[config.mk]
export PLATFORM = sky130hd
export DESIGN_NAME = fluxo_dados_jogo_param
export DESIGN_NICKNAME = d
export VERILOG_FILES = /design/src/rtl/fluxo_dados_jogo_param.sv
export SDC_FILE = /design/constraint.sdc
export NUM_CORES = 1
export LEC_CHECK = 0
export ABC_AREA = 1
export ABC_CLOCK_PERIOD_IN_PS = 4900
export BUFFER_PORTS_ARGS = -buffer_cell sky130_fd_sc_hd__buf_2
export CAP_MARGIN = 20
export CORE_MARGIN = 5
export CORE_UTILIZATION = 55
export CTS_CLUSTER_DIAMETER = 200
export DETAILED_ROUTE_END_ITERATION = 8
export PLACE_DENSITY = 0.79
export SLEW_MARGIN = 10
export SYNTH_ARGS = -nofsm -noshare
export SYNTH_HDL_FRONTEND = slang
export SYNTH_SLANG_ARGS = --single-unit
[constraint.sdc]
create_clock -name clock -period 4.9 [get_ports clock]
set_input_delay 0.98 -clock clock [delete_from_list [all_inputs] [get_ports clock]]
set_output_delay 0.98 -clock clock [all_outputs]
set_load 0.01 [all_outputs]
[src/rtl/fluxo_dados_jogo_param.sv]
// fluxo_dados_jogo_param: parametrised datapath for the sequence-memory game
//   clock, reset                  rising-edge clock, synchronous active-high reset
//   botoes                        synchronised button levels
//   zeraR/registraR               clear/load the button register
//   zeraE/contaE, zeraL/contaL    clear/increment address and limit counters
//   escreveM                      write button register into mem[endereco]
//   zeraT/contaT                  clear/enable the timeout counter
//   chavesIgualMemoria, enderecoIgualLimite, enderecoMenorLimite, fimE, fimL,
//   jogada_feita, jogada_valida, timeout   status to the control unit
//   db_*                          debug views of internal state
module fluxo_dados_jogo_param #(
    parameter int NBOT    = 4,
    parameter int DEPTH   = 16,
    parameter int AW      = $clog2(DEPTH),
    parameter int TIMEOUT = 3000,
    parameter int TW      = $clog2(TIMEOUT + 1)
) (
    input  logic            clock,
    input  logic            reset,
    input  logic [NBOT-1:0] botoes,
    input  logic            zeraR,
    input  logic            registraR,
    input  logic            zeraE,
    input  logic            contaE,
    input  logic            zeraL,
    input  logic            contaL,
    input  logic            escreveM,
    input  logic            zeraT,
    input  logic            contaT,
    output logic            chavesIgualMemoria,
    output logic            enderecoIgualLimite,
    output logic            enderecoMenorLimite,
    output logic            fimE,
    output logic            fimL,
    output logic            jogada_feita,
    output logic            jogada_valida,
    output logic            timeout,
    output logic            db_tem_jogada,
    output logic [AW-1:0]   db_contagem,
    output logic [AW-1:0]   db_limite,
    output logic [NBOT-1:0] db_jogada,
    output logic [NBOT-1:0] db_memoria,
    output logic [TW-1:0]   db_timeout
);
    logic [AW-1:0]   endereco, limite;
    logic [NBOT-1:0] jogada, rdata;
    logic [NBOT-1:0] mem [DEPTH];
    logic            prev;
    logic [TW-1:0]   tcnt;
    logic            limpa_t;

    assign fimE                = endereco == AW'(DEPTH - 1);
    assign fimL                = limite == AW'(DEPTH - 1);
    assign enderecoIgualLimite = endereco == limite;
    assign enderecoMenorLimite = endereco < limite;
    assign chavesIgualMemoria  = jogada == rdata;
    assign jogada_valida       = $onehot(jogada);
    assign db_tem_jogada       = |botoes;
    assign jogada_feita        = db_tem_jogada & ~prev;
    // any address movement or a fresh press restarts the wait for a move
    assign limpa_t             = zeraT | contaE | zeraE | jogada_feita;
    assign db_contagem         = endereco;
    assign db_limite           = limite;
    assign db_jogada           = jogada;
    assign db_memoria          = rdata;
    assign db_timeout          = tcnt;

    always_ff @(posedge clock) begin
        if (reset) begin
            endereco <= '0;
            limite   <= '0;
            jogada   <= '0;
            rdata    <= '0;
            prev     <= 1'b0;
            tcnt     <= '0;
            timeout  <= 1'b0;
            for (int i = 0; i < DEPTH; i++) mem[i] <= '0;
        end else begin
            if (zeraE) endereco <= '0;
            else if (contaE) endereco <= fimE ? '0 : endereco + 1'b1;
            if (zeraL) limite <= '0;
            else if (contaL) limite <= fimL ? '0 : limite + 1'b1;
            if (zeraR) jogada <= '0;
            else if (registraR) jogada <= botoes;
            // old register value and pre-increment address are used on collisions
            if (escreveM) mem[endereco] <= jogada;
            rdata <= mem[endereco];
            prev  <= db_tem_jogada;
            if (limpa_t) begin
                tcnt    <= '0;
                timeout <= 1'b0;
            end else if (contaT & ~db_tem_jogada & ~timeout) begin
                tcnt    <= (tcnt == TW'(TIMEOUT - 1)) ? '0 : tcnt + 1'b1;
                timeout <= tcnt == TW'(TIMEOUT - 1);
            end
        end
    end
endmodule

Yosys cells after proc, flatten, opt, wreduce, memory -nomap -nowiden
Memories as Yosys holds them, arrays and structs flattened. A register that Yosys moved wholly into a read port is not among the register bits.
Cells that the tools add are included.
- bits of input ports: 15
- bits in registers: 26
- bits in writable memories: 64
- memories: 1
- output and inout bits: 37
- word-level logic and storage cells: 46
- memory list (memory ; words ; bits a word ; rd ports ; clocked after memory_dff ; write ports ; RTL line ; source):
    mem ; 16 ; 4 ; 1 ; 1 ; 16 ; 47 ; logic [NBOT-1:0] mem [DEPTH];
- multiplexer cells: 11
- eq/ne operators: 6
- bitwise operators: 9
- $lt $le $gt $ge: 1
- reductions and logical operators: 6
- add/sub/neg operators: 6
- operator list (kind ; count):
    $mux 4 ; 4
    $add 12x1->12 const B ; 1
    $eq 12x12->1 const B ; 1
    $mux 12 ; 1
    $add 4x1->4 const B ; 2
    $eq 4x4->1 ; 2
    $eq 4x4->1 const B ; 2
    $reduce_or 2->1 ; 4
    $reduce_or 4->1 ; 2
    $mux 1 ; 6
    $add 1x1->2 ; 2
    $lt 4x4->1 ; 1
    $add 2x2->3 ; 1
    $and 1x1->1 ; 3
    $eq 3x1->1 const B ; 1
    $not 1->1 ; 3
    $or 1x1->1 ; 3

Longest topological paths before layout
- word-level depth: 5
- mapped depth: 10
- depth with buffers taken out: 9

Worst setup path before layout
OpenSTA, ideal clock, no wires.
- kind: reg-to-output
- start: register jogada[0] (netlist: db_jogada[0])
- end: output port jogada_valida
- data arrival time: 2.178 ns
- path slack: 1.742 ns
- buffers on the path: 1
- required time: 3.920 ns
- stages on the path, launching flop included: 8
- cells stage by stage: dfxtp_1 > clkinv_1 > clkbuf_1 > fa_1 > inv_1 > ha_1 > ha_1 > nor3b_1
- longest elaborated chain between the ends: 3
- ends and longest elaborated chain (what ; RTL line ; source):
    from (decl) ; 46 ; logic [NBOT-1:0] jogada, rdata;
    from (signal assigned) ; 84 ; else if (registraR) jogada <= botoes;
    $add 1x1->2 (not written as such) ; 57 ; assign jogada_valida = $onehot(jogada);
    $add 2x2->3 (not written as such) ; 57 ;
    $eq 3x1->1 ; 57 ;
    to (decl) ; 36 ; output logic jogada_valida,
Every way passes these cells.

Worst setup path after layout
- start: register jogada[1] (netlist: db_jogada[1])
- end: output port jogada_valida
The elaborated chain is that of the path after synthesis.

==> results.rst <==
.. list-table::
   :header-rows: 1

   * - Metric
     - Value
   * - Residual DRC count
     - 0
   * - Number of flip-flops and latches in the synthesized netlist
     - 94
   * - Cell with the most instances on the worst path
     - sky130_fd_sc_hd__ha_1
   * - Final hold viol count
     - 0
   * - Initial Utilization
     - around 56%
   * - Total Negative Setup Slacks
     - 0 ps
   * - Final Cycle Share
     - around 78%
   * - Skew final
     - ~15 ps
   * - Remaining Overflow, GRT
     - 0
   * - Power density over cell area
     - ~280 nW/um^2
   * - Primary FF master, synth
     - sky130_fd_sc_hd__edfxtp_1
   * - Average cell area after synthesis
     - 7.955 sq um
   * - Power after layout
     - about 1500 uW
   * - Combined area of all synthesized cells
     - ~5000 sq um
   * - Die Height
     - roughly 100 um
   * - Number of inserted diodes
     - 0
   * - Via-per-instance ratio
     - 5.066
   * - Hold Slack
     - about 500 ps
   * - Pin count of the biggest net entering global routing
     - 38
   * - Ratio of cells with drive above 1 in the final layout
     - about 14%
   * - Worst EP required
     - 3920 ps
   * - Area Overhead vs Synth
     - 9.974%
   * - Root Driver
     - sky130_fd_sc_hd__clkbuf_8
   * - DRC violation total after the first TritonRoute iteration
     - 342
   * - Worst-path cell with the longest stage delay
     - sky130_fd_sc_hd__fa_1
   * - Total number of placement rows
     - 34
   * - Delay of the slowest cell on the worst path
     - approximately 750 ps
   * - X dimension of the die
     - roughly 100 um
   * - # resized after CTS
     - 0
   * - Routability-driven placement congestion ratio
     - roughly 0.9
   * - Vias
     - 3926
   * - Most frequent cell after synthesis
     - sky130_fd_sc_hd__nand2_1
   * - Number of fillers in the final layout
     - about 740
   * - Nets
     - 690
   * - Die area
     - between 10000 and 15000 sq um
   * - Element type at the critical path end
     - output pin
   * - Number of buffers inserted to repair setup after CTS
     - 0
   * - Max Clk Rate
     - approximately 260 MHz
   * - Transition time at the pin with the least slew margin
     - between 800 and 900 ps
   * - Core Area
     - just under 9000 sq um
   * - Category of cells accounting for the largest share of critical-path delay
     - adder cells
   * - Util after Layout
     - 62.00%
   * - Sink count of the clock tree
     - 94
   * - All-Layer GR Usage
     - a little under 20%
   * - Max Fanout on Critical Path
     - 18
   * - Maximum resistive drop on vdd
     - between 100 and 150 uV
   * - First-pass detailed-route iteration total
     - 5
   * - Register clock-pin slew on the reported worst setup and hold paths
     - around 100 ps
   * - Critical path startpoint category
     - flip-flop
   * - Cell leakage power
     - 0.002439 uW
   * - Via count of the first global-routing pass
     - ~3800
   * - Async set-reset flop share out of synthesis
     - 0%
   * - Number of nets in the synthesized netlist
     - around 640
   * - CTS H-tree depth
     - 3
   * - Number of buffers between clock root and the deepest sink
     - 2
   * - Synth warn
     - 0
   * - Num CTS Buffers
     - 9
   * - Most frequent cells after synthesis
     - sky130_fd_sc_hd__nand2_1, sky130_fd_sc_hd__nor2_1, sky130_fd_sc_hd__inv_1
   * - Count of max-cap constraint violations
     - 0
   * - RSZ-0062 raised after global routing
     - false
   * - Global-route wire length before repair
     - roughly 18 mm
   * - Quantity of hold-fixing buffers added after cts
     - 0
   * - Number of antenna violations at the first check in global routing
     - 0
   * - Type of the worst min-delay path
     - flip-flop to flip-flop
   * - Cell-by-cell trace of the critical path
     - clkinv_1, fa_1, inv_1, ha_1, ha_1, nor3b_1, buf_2
   * - Number of synthesized flops with an enable pin
     - 64
   * - Count of boundary I/O pins
     - 52
   * - Worst slew margin relative to its limit
     - approximately 44%
   * - Clock tree from TritonCTS
     - done
   * - Final wirelength
     - 10.60 mm
   * - Number of distinct library cell variants in the gate-level netlist after synthesis
     - 32
   * - Buffers on Ports
     - 51
   * - Cell taking the most area after synthesis
     - sky130_fd_sc_hd__edfxtp_1
   * - Antenna Violating Nets Remaining
     - 0
   * - Worst setup path class
     - flip-flop to output pin
   * - Sequential area share after synthesis
     - 51.56%
   * - Final number of setup-violating endpoints
     - 0
   * - Status
     - completed
   * - Syn Inst Count
     - 615
   * - Share of Yosys cell area claimed by the top area cell type
     - 39.28%
   * - WP data arrival
     - 2820 ps
   * - Latest clock arrival within the worst-skew pair
     - about 360 ps
   * - Combined buffer and inverter count along the critical path
     - 3
   * - Drt wl/cell
     - 13.68 um
   * - Post-route minimum period
     - 3798 ps
   * - Final Max Slew Viols
     - 0
   * - Top cells by area, synth
     - sky130_fd_sc_hd__edfxtp_1, sky130_fd_sc_hd__nand2_1, sky130_fd_sc_hd__dfxtp_1
   * - HPWL after DPL
     - approximately 7.6 mm
cell families (layout without fill, tap and decap cells):
| group | Yosys count | count (layout) | synth area share, % |
|---|---|---|---|
| compound gates | 24 | 24 | 2.813 |
| xor+xnor | 7 | 7 | 1.253 |
| fa+ha+maj | 13 | 13 | 3.478 |
| buf+inv | 123 | 175 | 10.05 |
| flops | 94 | 94 | 51.56 |
| simple gates | 354 | 354 | 30.84 |
final timing paths:
path | startpoint | slack (ps) | cells after the start | endpoint
min | timeout$_SDFFE_PP0P_ | 500 | 2 | timeout$_SDFFE_PP0P_
min reg2reg | timeout$_SDFFE_PP0P_ | 500 | 2 | timeout$_SDFFE_PP0P_
max | db_jogada[1]$_SDFFE_PP0P_ | 1100 | 7 | jogada_valida
max reg2reg | db_contagem[0]$_SDFFE_PP0P_ | 2570 | 7 | mem[2][3]$_SDFFCE_PN0P_
layer usage:
layer	up-vias	wire [um]	track usage (%)
met3	22	609	2.855
met2	133	5190	33.39
met1	1768	4545	25.59
met4	0	253	7.956
li1	2003	-	-
met5	-	0	0
worst register-to-register path: stages, from the launching register on:
cell	delay, ps
sky130_fd_sc_hd__dfxtp_1	310
sky130_fd_sc_hd__buf_4	240
sky130_fd_sc_hd__inv_2	540
sky130_fd_sc_hd__ha_1	260
sky130_fd_sc_hd__inv_1	50
sky130_fd_sc_hd__nor2_2	230
sky130_fd_sc_hd__nand2_1	190
sky130_fd_sc_hd__nand2_1	210
layout make-up:
| type | instances | area [sq um] | share of cell area (%) |
|---|---|---|---|
| inverters | 107 | 401.6 | 7.465 |
| multi-input cells | 398 | 1878 | 34.91 |
| clock inverters | 6 | 42.54 | 0.7907 |
| well taps | 108 | 135.1 | 2.512 |
| repair buffers | 52 | 262.8 | 4.884 |
| flip-flops and latches | 94 | 2522 | 46.88 |
| clock buffers | 10 | 137.6 | 2.558 |
through the flow:
step / area [sq um] / setup WS, ps / instances
detailed placement: 5200 / 1490 / 759
floorplan: 4892 / 1742 / 615
CTS: 5380 / 1089 / 775
finish: 5380 / 1102 / 775
global placement: 5200 / 1471 / 759
global route: 5380 / 855.1 / 775
registers in the layout (all words and copies together), names as in the netlist:
signal and cells:
mem 64, db_timeout 12, db_contagem 4, db_jogada 4, db_limite 4, db_memoria 4, prev 1, timeout 1
power breakdown:
| part | internal (uW) | total, uW | switching [uW] |
|---|---|---|---|
| Sequential | 869 | 881 | 12.0 |
| Combinational | 44.3 | 137 | 92.6 |
| Clock | 202 | 484 | 282 |
placed cells by master, fill, tap and decap left out:
cell / instances
sky130_fd_sc_hd__clkinv_4: 1
sky130_fd_sc_hd__edfxtp_1: 64
sky130_fd_sc_hd__a211oi_1: 4
sky130_fd_sc_hd__inv_2: 5
sky130_fd_sc_hd__nand2_1: 170
sky130_fd_sc_hd__ha_1: 12
sky130_fd_sc_hd__nor2_1: 106
sky130_fd_sc_hd__nand3_2: 1
sky130_fd_sc_hd__clkbuf_8: 10
sky130_fd_sc_hd__xor2_1: 4
sky130_fd_sc_hd__dfxtp_1: 30
sky130_fd_sc_hd__nor3_2: 1
sky130_fd_sc_hd__fa_1: 1
sky130_fd_sc_hd__nor2_4: 4
sky130_fd_sc_hd__clkinv_2: 2
sky130_fd_sc_hd__nand2_2: 2
sky130_fd_sc_hd__clkinv_1: 4
sky130_fd_sc_hd__buf_4: 1
sky130_fd_sc_hd__inv_4: 1
sky130_fd_sc_hd__inv_1: 98
sky130_fd_sc_hd__inv_6: 2
sky130_fd_sc_hd__nand2_4: 1
sky130_fd_sc_hd__a221oi_1: 1
sky130_fd_sc_hd__a21oi_2: 1
sky130_fd_sc_hd__xnor2_1: 3
sky130_fd_sc_hd__nand3_1: 47
sky130_fd_sc_hd__buf_2: 51
sky130_fd_sc_hd__nand4_1: 3
sky130_fd_sc_hd__o21ai_0: 7
sky130_fd_sc_hd__nor2_2: 9
sky130_fd_sc_hd__nand3_4: 1
sky130_fd_sc_hd__a21oi_1: 11
sky130_fd_sc_hd__nor3_1: 3
sky130_fd_sc_hd__nor3b_1: 3
sky130_fd_sc_hd__or2_2: 3
Power figures use the tool's default switching activity.
